==> src/rtl/pc_redirect_unit.sv <==
// Fetch program counter with branch/JAL/JALR redirect, a pending-redirect hold
// while instruction memory is not ready, and IF/ID, ID/EX flush generation.
module pc_redirect_unit #(
   parameter logic [31:0] RESET_PC = 32'h0000_0000
) (
   input  logic        clk,
   input  logic        reset,
   input  logic [2:0]  decision_in,
   input  logic [31:0] branch_target,
   input  logic [31:0] jal_target,
   input  logic [31:0] jalr_target,
   input  logic        stall,
   input  logic        imem_ready,
   output logic [31:0] pc_out,
   output logic [31:0] npc_out,
   output logic        imem_req,
   output logic        if_id_flush,
   output logic        id_ex_flush,
   output logic        redirect_pending,
   output logic [15:0] redirect_count,
   output logic        decode_err
);

   typedef enum logic {RUN = 1'b0, PEND = 1'b1} state_t;

   state_t      state_r;
   logic [31:0] pc_r;
   logic [31:0] pend_target_r;
   logic [15:0] count_r;
   logic        decode_err_r;

   logic        redirect_s;
   logic        reserved_s;
   logic [31:0] target_s;

   // Decode the redirect select into a halfword-aligned target and a reserved-code flag.
   always_comb begin
      redirect_s = 1'b0;
      reserved_s = 1'b0;
      target_s   = 32'h0000_0000;
      case (decision_in)
         3'b000: redirect_s = 1'b0;
         3'b001: begin
            redirect_s = 1'b1;
            target_s   = branch_target & 32'hFFFF_FFFE;
         end
         3'b010: begin
            redirect_s = 1'b1;
            target_s   = jal_target & 32'hFFFF_FFFE;
         end
         3'b011: begin
            redirect_s = 1'b1;
            target_s   = jalr_target & 32'hFFFF_FFFE;
         end
         3'b100, 3'b101, 3'b110, 3'b111: reserved_s = 1'b1;
         default: redirect_s = 1'b0;
      endcase
   end

   // Flush requests; while a redirect is pending every fetched word is wrong-path.
   always_comb begin
      if_id_flush = 1'b0;
      id_ex_flush = 1'b0;
      if (reset) begin
         if_id_flush = 1'b1;
         id_ex_flush = 1'b1;
      end else if (state_r == PEND) begin
         if_id_flush = 1'b1;
         id_ex_flush = 1'b0;
      end else if (redirect_s) begin
         if_id_flush = 1'b1;
         id_ex_flush = (decision_in == 3'b001);
      end else begin
         if_id_flush = 1'b0;
         id_ex_flush = 1'b0;
      end
   end

   // PC sequencing, pending-redirect state, redirect counter and sticky decode error.
   always_ff @(posedge clk) begin
      if (reset) begin
         state_r       <= RUN;
         pc_r          <= RESET_PC;
         pend_target_r <= 32'h0000_0000;
         count_r       <= 16'h0000;
         decode_err_r  <= 1'b0;
      end else begin
         decode_err_r <= decode_err_r | reserved_s;
         case (state_r)
            RUN: begin
               if (redirect_s) begin
                  if (count_r != 16'hFFFF) begin
                     count_r <= count_r + 16'h0001;
                  end
                  if (imem_ready) begin
                     pc_r <= target_s;
                  end else begin
                     pend_target_r <= target_s;
                     state_r       <= PEND;
                  end
               end else if (!stall && imem_ready) begin
                  pc_r <= pc_r + 32'h0000_0004;
               end
            end
            PEND: begin
               // Stall is ignored here: the held instruction is wrong-path anyway.
               if (imem_ready) begin
                  pc_r          <= pend_target_r;
                  pend_target_r <= 32'h0000_0000;
                  state_r       <= RUN;
               end
            end
            default: state_r <= RUN;
         endcase
      end
   end

   assign pc_out           = pc_r;
   assign npc_out          = pc_r + 32'h0000_0004;
   assign imem_req         = ~reset;
   assign redirect_pending = (state_r == PEND) & ~reset;
   assign redirect_count   = count_r;
   assign decode_err       = decode_err_r;

endmodule

==> config.mk <==
export PLATFORM = sky130hd
export DESIGN_NAME = pc_redirect_unit
export DESIGN_NICKNAME = d
export VERILOG_FILES = /design/src/rtl/pc_redirect_unit.sv
export SDC_FILE = /design/constraint.sdc
export NUM_CORES = 1
export LEC_CHECK = 0
export ABC_AREA = 1
export CORE_ASPECT_RATIO = 0.7
export CORE_MARGIN = 10
export CORE_UTILIZATION = 45
export DETAILED_ROUTE_END_ITERATION = 7
export PLACE_DENSITY_LB_ADDON = 0.05
export SYNTH_ARGS = -nofsm -noshare
export SYNTH_HDL_FRONTEND = slang
export SYNTH_SLANG_ARGS = --single-unit
==> constraint.sdc <==
create_clock -name clk -period 2.2 [get_ports clk]
set_input_delay 0.44 -clock clk [delete_from_list [all_inputs] [get_ports clk]]
set_output_delay 0.44 -clock clk [all_outputs]
set_load 0.005 [all_outputs]
==> impl_metrics.tcl, run 1 <==
set metrics [dict create \
    routed_wl_um 22640 \
    slew_headroom_pct 63.45 \
    portBuffers 182 \
    cts_made_buffers 9 \
    drc 0 \
    tightest_slew_ns 0.5440 \
    initial_core_util_pct 46.95 \
    cp-startpoint "pc_out[3]$_SDFFE_PP0P_" \
    multi_input_area_um2 3536 \
    crit_family "simple AND/OR/NAND/NOR gates" \
    p_sw_mw 1.239 \
    r2r_start "pc_out[3]$_SDFFE_PP0P_" \
    cts.sinks 80 \
    io_pins 188 \
    tritoncts "built" \
    drt.antenna.violating_nets 0 \
    start_kind "flip-flop" \
    pwr-share-comb_pct 26.5 \
    synth_edf_count 0 \
    finalWorstSetupSlack_ns -0.1595 \
    crit_arrival_ns 1.92 \
    crit_path_top_delay_cell "dfxtp_4" \
    routedWlPerCell_um 17.14 \
    clk_latency_ns 0.34 \
    slowest_delay_ns 0.36 \
    crit_end "npc_out[22]" \
    diodes 0 \
    syn2layout_area_growth_pct 65.34 \
    crit_type "flip-flop to output pin" \
    cp_max_fo 4 \
    first_iter_violations 653 \
    rsz0062_at_grt "true" \
    ys_types 36 \
    crit_buf_inv 4 \
    hold_depth 2 \
    overflow 0 \
    fin_crit_sh_pct 107.3 \
    grt_usage_pct 23.95 \
    rr_endpoint "pc_out[16]$_SDFFE_PP0P_" \
    max_freq_mhz 423.8 \
    drt_first_pass_iters 5 \
    ys_warn_count 0 \
    pwr-share-seq_pct 38.2 \
    rows 32 \
    power_density_nw_per_um2 481.8 \
    power.internal_mw 2.955 \
    netSwitchingFraction_pct 29.53 \
    drive_gt1_share_pct 22.26 \
    end_kind "output pin" \
    min_path_type "flip-flop to flip-flop" \
    root_buffer "clkbuf_16" \
    timing.hold.ws_ns 0.4602 \
    fin_crit_ns 2.360 \
    reg2reg_slack_ns -0.05 \
    outcome "finished, violations left" \
    regArea_um2 1622 \
    die_h_um 110.5 \
    vdd.ir_drop.worst_uv 432.7 \
    antenna_found_initial 0 \
    finalSetupViolations 16 \
    die_area_um2 16490 \
    clkPwrFrac_pct 35.3 \
    final_cell_mix "nand2_1 (358), clkdlybuf4s50_1 (150), a21oi_1 (86), buf_4 (86), dfxtp_1 (68)" \
    tns_ns -0.8620 \
    final_common_cell "nand2_1" \
    drv_cap 0 \
    cp_cell_sequence "ha_4 -> nand2_4 -> nor2_4 -> nand2_4 -> buf_12 -> buf_6 -> nor2_4 -> buf_6 -> nand2_2 -> nand2_2 -> nand2_2 -> buf_6" \
    vias 7003 \
    htree_levels 3 \
    violations "setup timing" \
    worst-path-stages 12 \
    cp.required_ns 1.76 \
    avgSynthCellArea_um2 5.855 \
    grt_pass1_wl_um 32600 \
    synth-main-ff-cell "dfxtp_1" \
    synth_area_um2 5264 \
    grt_start_max_net_pins 36 \
    clk_pin_slew_worst_paths_ns 0.06 \
    synth_cells 899 \
    hold_violations 0 \
    die_x_um 149.3 \
    final_max_slew_viol_count 0 \
    finalClockSkew_ns 0.007907 \
    fillers 817 \
    yosysSeqAreaShare_pct 30.43 \
    gp_congestion 0.9196 \
    ys_ff_latch 80 \
    coreArea_um2 11210 \
    grt_pass1_vias 6286 \
    routed_via_density 5.301 \
    ff2ff_path_depth 16 \
    nNetsFinal 1268 \
    leakage_nw 3.617 \
    synth-async-reset-ratio_pct 0 \
    clock_path_buffers 2 \
    dp_hpwl_um 15250 \
]
[synth_stat cells, types with 2 or more instances]
| cell type | instances | area [µm²] |
|---|---|---|
| nand2_1 | 390 | 1464 |
| a21oi_1 | 86 | 430.4 |
| dfxtp_1 | 80 | 1602 |
| nor2_1 | 74 | 277.8 |
| inv_1 | 57 | 214.0 |
| nand3_1 | 57 | 285.3 |
| o21ai_0 | 27 | 135.1 |
| buf_2 | 19 | 95.09 |
| xor2_1 | 15 | 131.4 |
| clkbuf_1 | 14 | 52.55 |
| buf_4 | 8 | 60.06 |
| o21ai_1 | 7 | 35.03 |
| nand3b_1 | 6 | 45.04 |
| nor2_4 | 6 | 67.56 |
| inv_2 | 5 | 18.77 |
| nand2_2 | 5 | 31.28 |
| nand4_1 | 5 | 31.28 |
| nor2_2 | 5 | 31.28 |
| nor3_1 | 5 | 25.02 |
| xnor2_1 | 5 | 43.79 |
| a31oi_1 | 3 | 18.77 |
| and2_1 | 3 | 18.77 |
| a21oi_2 | 2 | 17.52 |
| ha_1 | 2 | 25.02 |
| o21bai_1 | 2 | 15.01 |
[worst reg2reg max path, stage by stage (launching register included)]
cell	delay, ns
dfxtp_4	0.36
ha_4	0.15
nand2_4	0.05
nor2_4	0.15
buf_4	0.15
nand2_2	0.05
buf_4	0.15
o21ai_2	0.12
nand2_1	0.08
buf_4	0.13
buf_4	0.12
buf_4	0.12
buf_4	0.13
buf_4	0.12
buf_4	0.12
nand2_1	0.05
a21oi_1	0.07
[how the worst min path moves through the flow]
stage	endpoint	slack [ns]	startpoint
final	pend_target_r[20]$_SDFFE_PP0P_	0.46	pend_target_r[20]$_SDFFE_PP0P_
after floorplan	pend_target_r[4]$_SDFFE_PP0P_	0.44	pend_target_r[4]$_SDFFE_PP0P_
after CTS	pend_target_r[31]$_SDFFE_PP0P_	0.46	pend_target_r[31]$_SDFFE_PP0P_
after global placement	pend_target_r[30]$_SDFFE_PP0P_	0.45	pend_target_r[30]$_SDFFE_PP0P_
after detailed placement	pend_target_r[31]$_SDFFE_PP0P_	0.45	pend_target_r[31]$_SDFFE_PP0P_
after global routing	pend_target_r[5]$_SDFFE_PP0P_	0.48	pend_target_r[5]$_SDFFE_PP0P_
[flip-flops by register name, summed over array words and instances, names as in the netlist]
name	cells
redirect_count	16
pc_out	31
decode_err	1
state_r	1
pend_target_r	31
[what timing repair did]
action	4_1_cts	5_1_grt
gates resized for setup	141	97
setup endpoints to repair	29	26
setup buffers	36	18
hold buffers	0	0
pin swaps	31	29
[layout make-up]
class / instances / area share, %
timing repair buffer: 297 / 32.20
sequential: 80 / 18.63
multi-input combinational: 711 / 40.63
clock buffer: 12 / 3.062
inverter: 64 / 2.961
tap: 153 / 2.200
clock inverter: 4 / 0.3163
[cells by family (layout without fill, tap and decap cells)]
group           after synthesis  count (layout)  share of synthesized area [%]
xor+xnor                     21              21                          3.637
buf+inv                     109             377                          9.223
compound gates              129             129                          12.69
simple gates                557             557                          43.47
other cells                   1               2                        0.07124
fa+ha+maj                     2               2                         0.4753
flops                        80              80                          30.43
[per-stage QoR]
stage                     cells  setup WS [ns]  util [%]  instance area [µm²]  total power [mW]
final                      1321        -0.1595     77.63                 8703             4.194
after global routing       1321        -0.2167     77.63                 8703             4.352
after CTS                  1305        -0.1291     74.39                 8339             4.110
after detailed placement   1254        -0.1291     67.80                 7601             2.643
after global placement     1254        -0.1242     67.80                 7601             2.633
after floorplan             900         0.4950         -                 5268             2.011
[power groups by stage]
stage	clock (mW)	sequential [mW]	combinational [mW]
6_report	1.48	1.60	1.11
5_1_grt	1.55	1.61	1.20
4_1_cts	1.48	1.58	1.04
3_5_place_dp	0	1.61	1.03
3_3_place_gp	0	1.61	1.03
2_1_floorplan	0	1.61	0.398
[per-layer routing]
layer  track usage [%]  vias to the layer above  wire (µm)
met5                 0                        -          0
met2             36.62                      469      10010
met4             6.619                        0        674
li1                  -                     3348          -
met1             29.87                     3105       8906
met3             10.42                       81       3057
Note: power is estimated with default switching activity, not from simulation.
==> run 2, diff against run 1 <==
==> constraint.sdc (replaced) <==
create_clock -name clk -period 3.05 [get_ports clk]
set_input_delay 0.305 -clock clk [delete_from_list [all_inputs] [get_ports clk]]
set_output_delay 0.305 -clock clk [all_outputs]
set_load 0.005 [all_outputs]
==> run 2 against run 1 <==
The flow now finishes without violations. Clock power decreased by 26%. Cell count fell by 7.7%. Count of clock-buffer cells in the layout up 1. Critical path type unchanged. Largest power group unchanged. Highest routed layer unchanged.
==> impl_metrics.tcl, run 2 (synthesized netlist as in run 1, its figures left out) <==
set metrics [dict create \
    cts_hold_buffers 0 \
    antenna_found_initial 0 \
    grt_start_max_net_pins 53 \
    min_from "reset" \
    wirelength_met1_um 8671 \
    rr_endpoint "pc_out[1]$_SDFFE_PP0P_" \
    max_freq_mhz 382.4 \
    clk_pin_slew_worst_paths_ns 0.06 \
    io_pins 188 \
    drc 0 \
    grt_pass1_wl_um 29210 \
    crit_family "simple AND/OR/NAND/NOR gates" \
    first_iter_violations 527 \
    cp-startpoint "pc_out[2]$_SDFFE_PP0P_" \
    crit_type "flip-flop to output pin" \
    cp.required_ns 2.74 \
    initial_core_util_pct 46.95 \
    die_x_um 149.3 \
    post-cts-setup-buffers 0 \
    nNetsFinal 1167 \
    tns_ns 0 \
    slowest_delay_ns 0.50 \
    diodes 0 \
    crit_buf_inv 1 \
    fin_crit_ns 2.615 \
    cts_made_buffers 9 \
    vdd.ir_drop.worst_uv 242.5 \
    multi_input_area_um2 3181 \
    clock_path_buffers 2 \
    hold_violations 0 \
    drt_first_pass_iters 5 \
    grt_pass1_vias 5572 \
    clk_latency_ns 0.34 \
    regArea_um2 1602 \
    final_cell_mix "nand2_1 (390), clkdlybuf4s50_1 (181), a21oi_1 (86)" \
    rsz0062_at_grt "false" \
    die_h_um 110.5 \
    power_density_nw_per_um2 391.0 \
    vias 6150 \
    crit_arrival_ns 2.31 \
    routedWlPerCell_um 15.26 \
    drt.antenna.violating_nets 0 \
    coreArea_um2 11210 \
    syn2layout_area_growth_pct 41.29 \
    finalClockSkew_ns 0.005794 \
    hold_depth 4 \
    outcome "finished, final reports clean" \
    ff2ff_path_depth 8 \
    routed_via_density 5.045 \
    crit_path_frequent_cell "nand2_1" \
    stdcell_area_um2 7437 \
    crit_path_top_delay_cell "clkdlybuf4s50_1" \
    rows 32 \
    htree_levels 3 \
    final_max_slew_viol_count 0 \
    r2r_start "state_r$_SDFF_PP0_" \
    gp_congestion 0.9297 \
    utilization_pct 66.34 \
    grt_usage_pct 21.41 \
    end_kind "output pin" \
    dr_wl_met2_um 7716 \
    top_layer_used "met4" \
    wl_met3_um 1950 \
    finalSetupViolations 0 \
    dp_hpwl_um 14390 \
    drv_cap 0 \
    die_area_um2 16490 \
    cts.sinks 80 \
    fillers 1055 \
    start_kind "flip-flop" \
    portBuffers 182 \
    drive_gt1_share_pct 5.159 \
    cts-resized-gates 0 \
    min_to "pc_out[6]$_SDFFE_PP0P_" \
    fin_crit_sh_pct 85.74 \
    overflow 0 \
    tightest_slew_ns 0.6178 \
    slew_headroom_pct 58.75 \
    cp_max_fo 5 \
    min_path_type "input port to flip-flop" \
    leakage_nw 2.911 \
    cp_cell_sequence "ha_1 -> nand2_1 -> nor2_4 -> nand2_1 -> nor2_1 -> nand3b_1 -> nand2_1 -> clkdlybuf4s50_1" \
    root_buffer "clkbuf_16" \
    reg2reg_slack_ns 1.10 \
    tritoncts "built" \
    routed_wl_um 18600 \
    placed_cell_area_um2 7138 \
    final_common_cell "nand2_1" \
]
[run 2: cell count changes in the layout (fill, tap and decap cells not counted), moves of 11 or more]
cell | before | now
dfxtp_1 | 68 | 80
clkdlybuf4s50_1 | 150 | 181
buf_6 | 26 | 0
buf_2 | 12 | 1
nand2_2 | 31 | 5
nor2_1 | 62 | 74
nand2_1 | 358 | 390
buf_4 | 86 | 14
[run 2: stage by stage]
step / power (mW) / hold slack [ns] / instances / setup slack, ns
2_1_floorplan: 1.450 / 0.4257 / 900 / 1.460
3_3_place_gp: 1.822 / 0.4500 / 1204 / 0.8046
3_5_place_dp: 1.827 / 0.4518 / 1204 / 0.7475
4_1_cts: 2.914 / 0.4483 / 1219 / 0.4305
5_1_grt: 3.023 / 0.4785 / 1219 / 0.2038
6_report: 2.908 / 0.4538 / 1219 / 0.4348
[run 2: how the worst max path moves through the flow]
stage / to / slack, ns / cells after the start
2_1_floorplan: redirect_count[1]$_SDFFE_PP0P_ / 1.46 / 9
5_1_grt: npc_out[24] / 0.20 / 8
3_3_place_gp: pc_out[28]$_SDFFE_PP0P_ / 0.80 / 9
3_5_place_dp: pc_out[28]$_SDFFE_PP0P_ / 0.75 / 9
6_report: npc_out[24] / 0.43 / 8
4_1_cts: npc_out[24] / 0.43 / 8
[run 2: cell type report]
| type | count | area share (%) |
|---|---|---|
| Tap cell | 153 | 2.574 |
| Clock buffer | 13 | 3.499 |
| Multi-Input combinational cell | 711 | 42.77 |
| Clock inverter | 2 | 0.5215 |
| Sequential cell | 80 | 21.53 |
| Inverter | 64 | 3.264 |
| Timing Repair Buffer | 196 | 25.84 |
[run 2: metal layers]
metal  up-vias  track usage (%)
met1      2733            28.65
met5         -                0
met2       240            31.29
li1       3154                -
met3        23            8.632
met4         0            4.932
[run 2: where the power goes]
group          internal (mW)  switching [mW]  total, mW
sequential              1.09          0.0603       1.15
clock                  0.676           0.422       1.10
combinational          0.337           0.319      0.655
total                   2.11           0.801       2.91
[run 2: worst reg2reg max path: stages (launching register included)]
cell     delay, ns
dfxtp_1       0.32
inv_2         0.16
buf_4         0.31
nand2_1       0.27
inv_2         0.12
buf_4         0.32
nor2_1        0.11
o21ai_0       0.16
a31oi_1       0.05
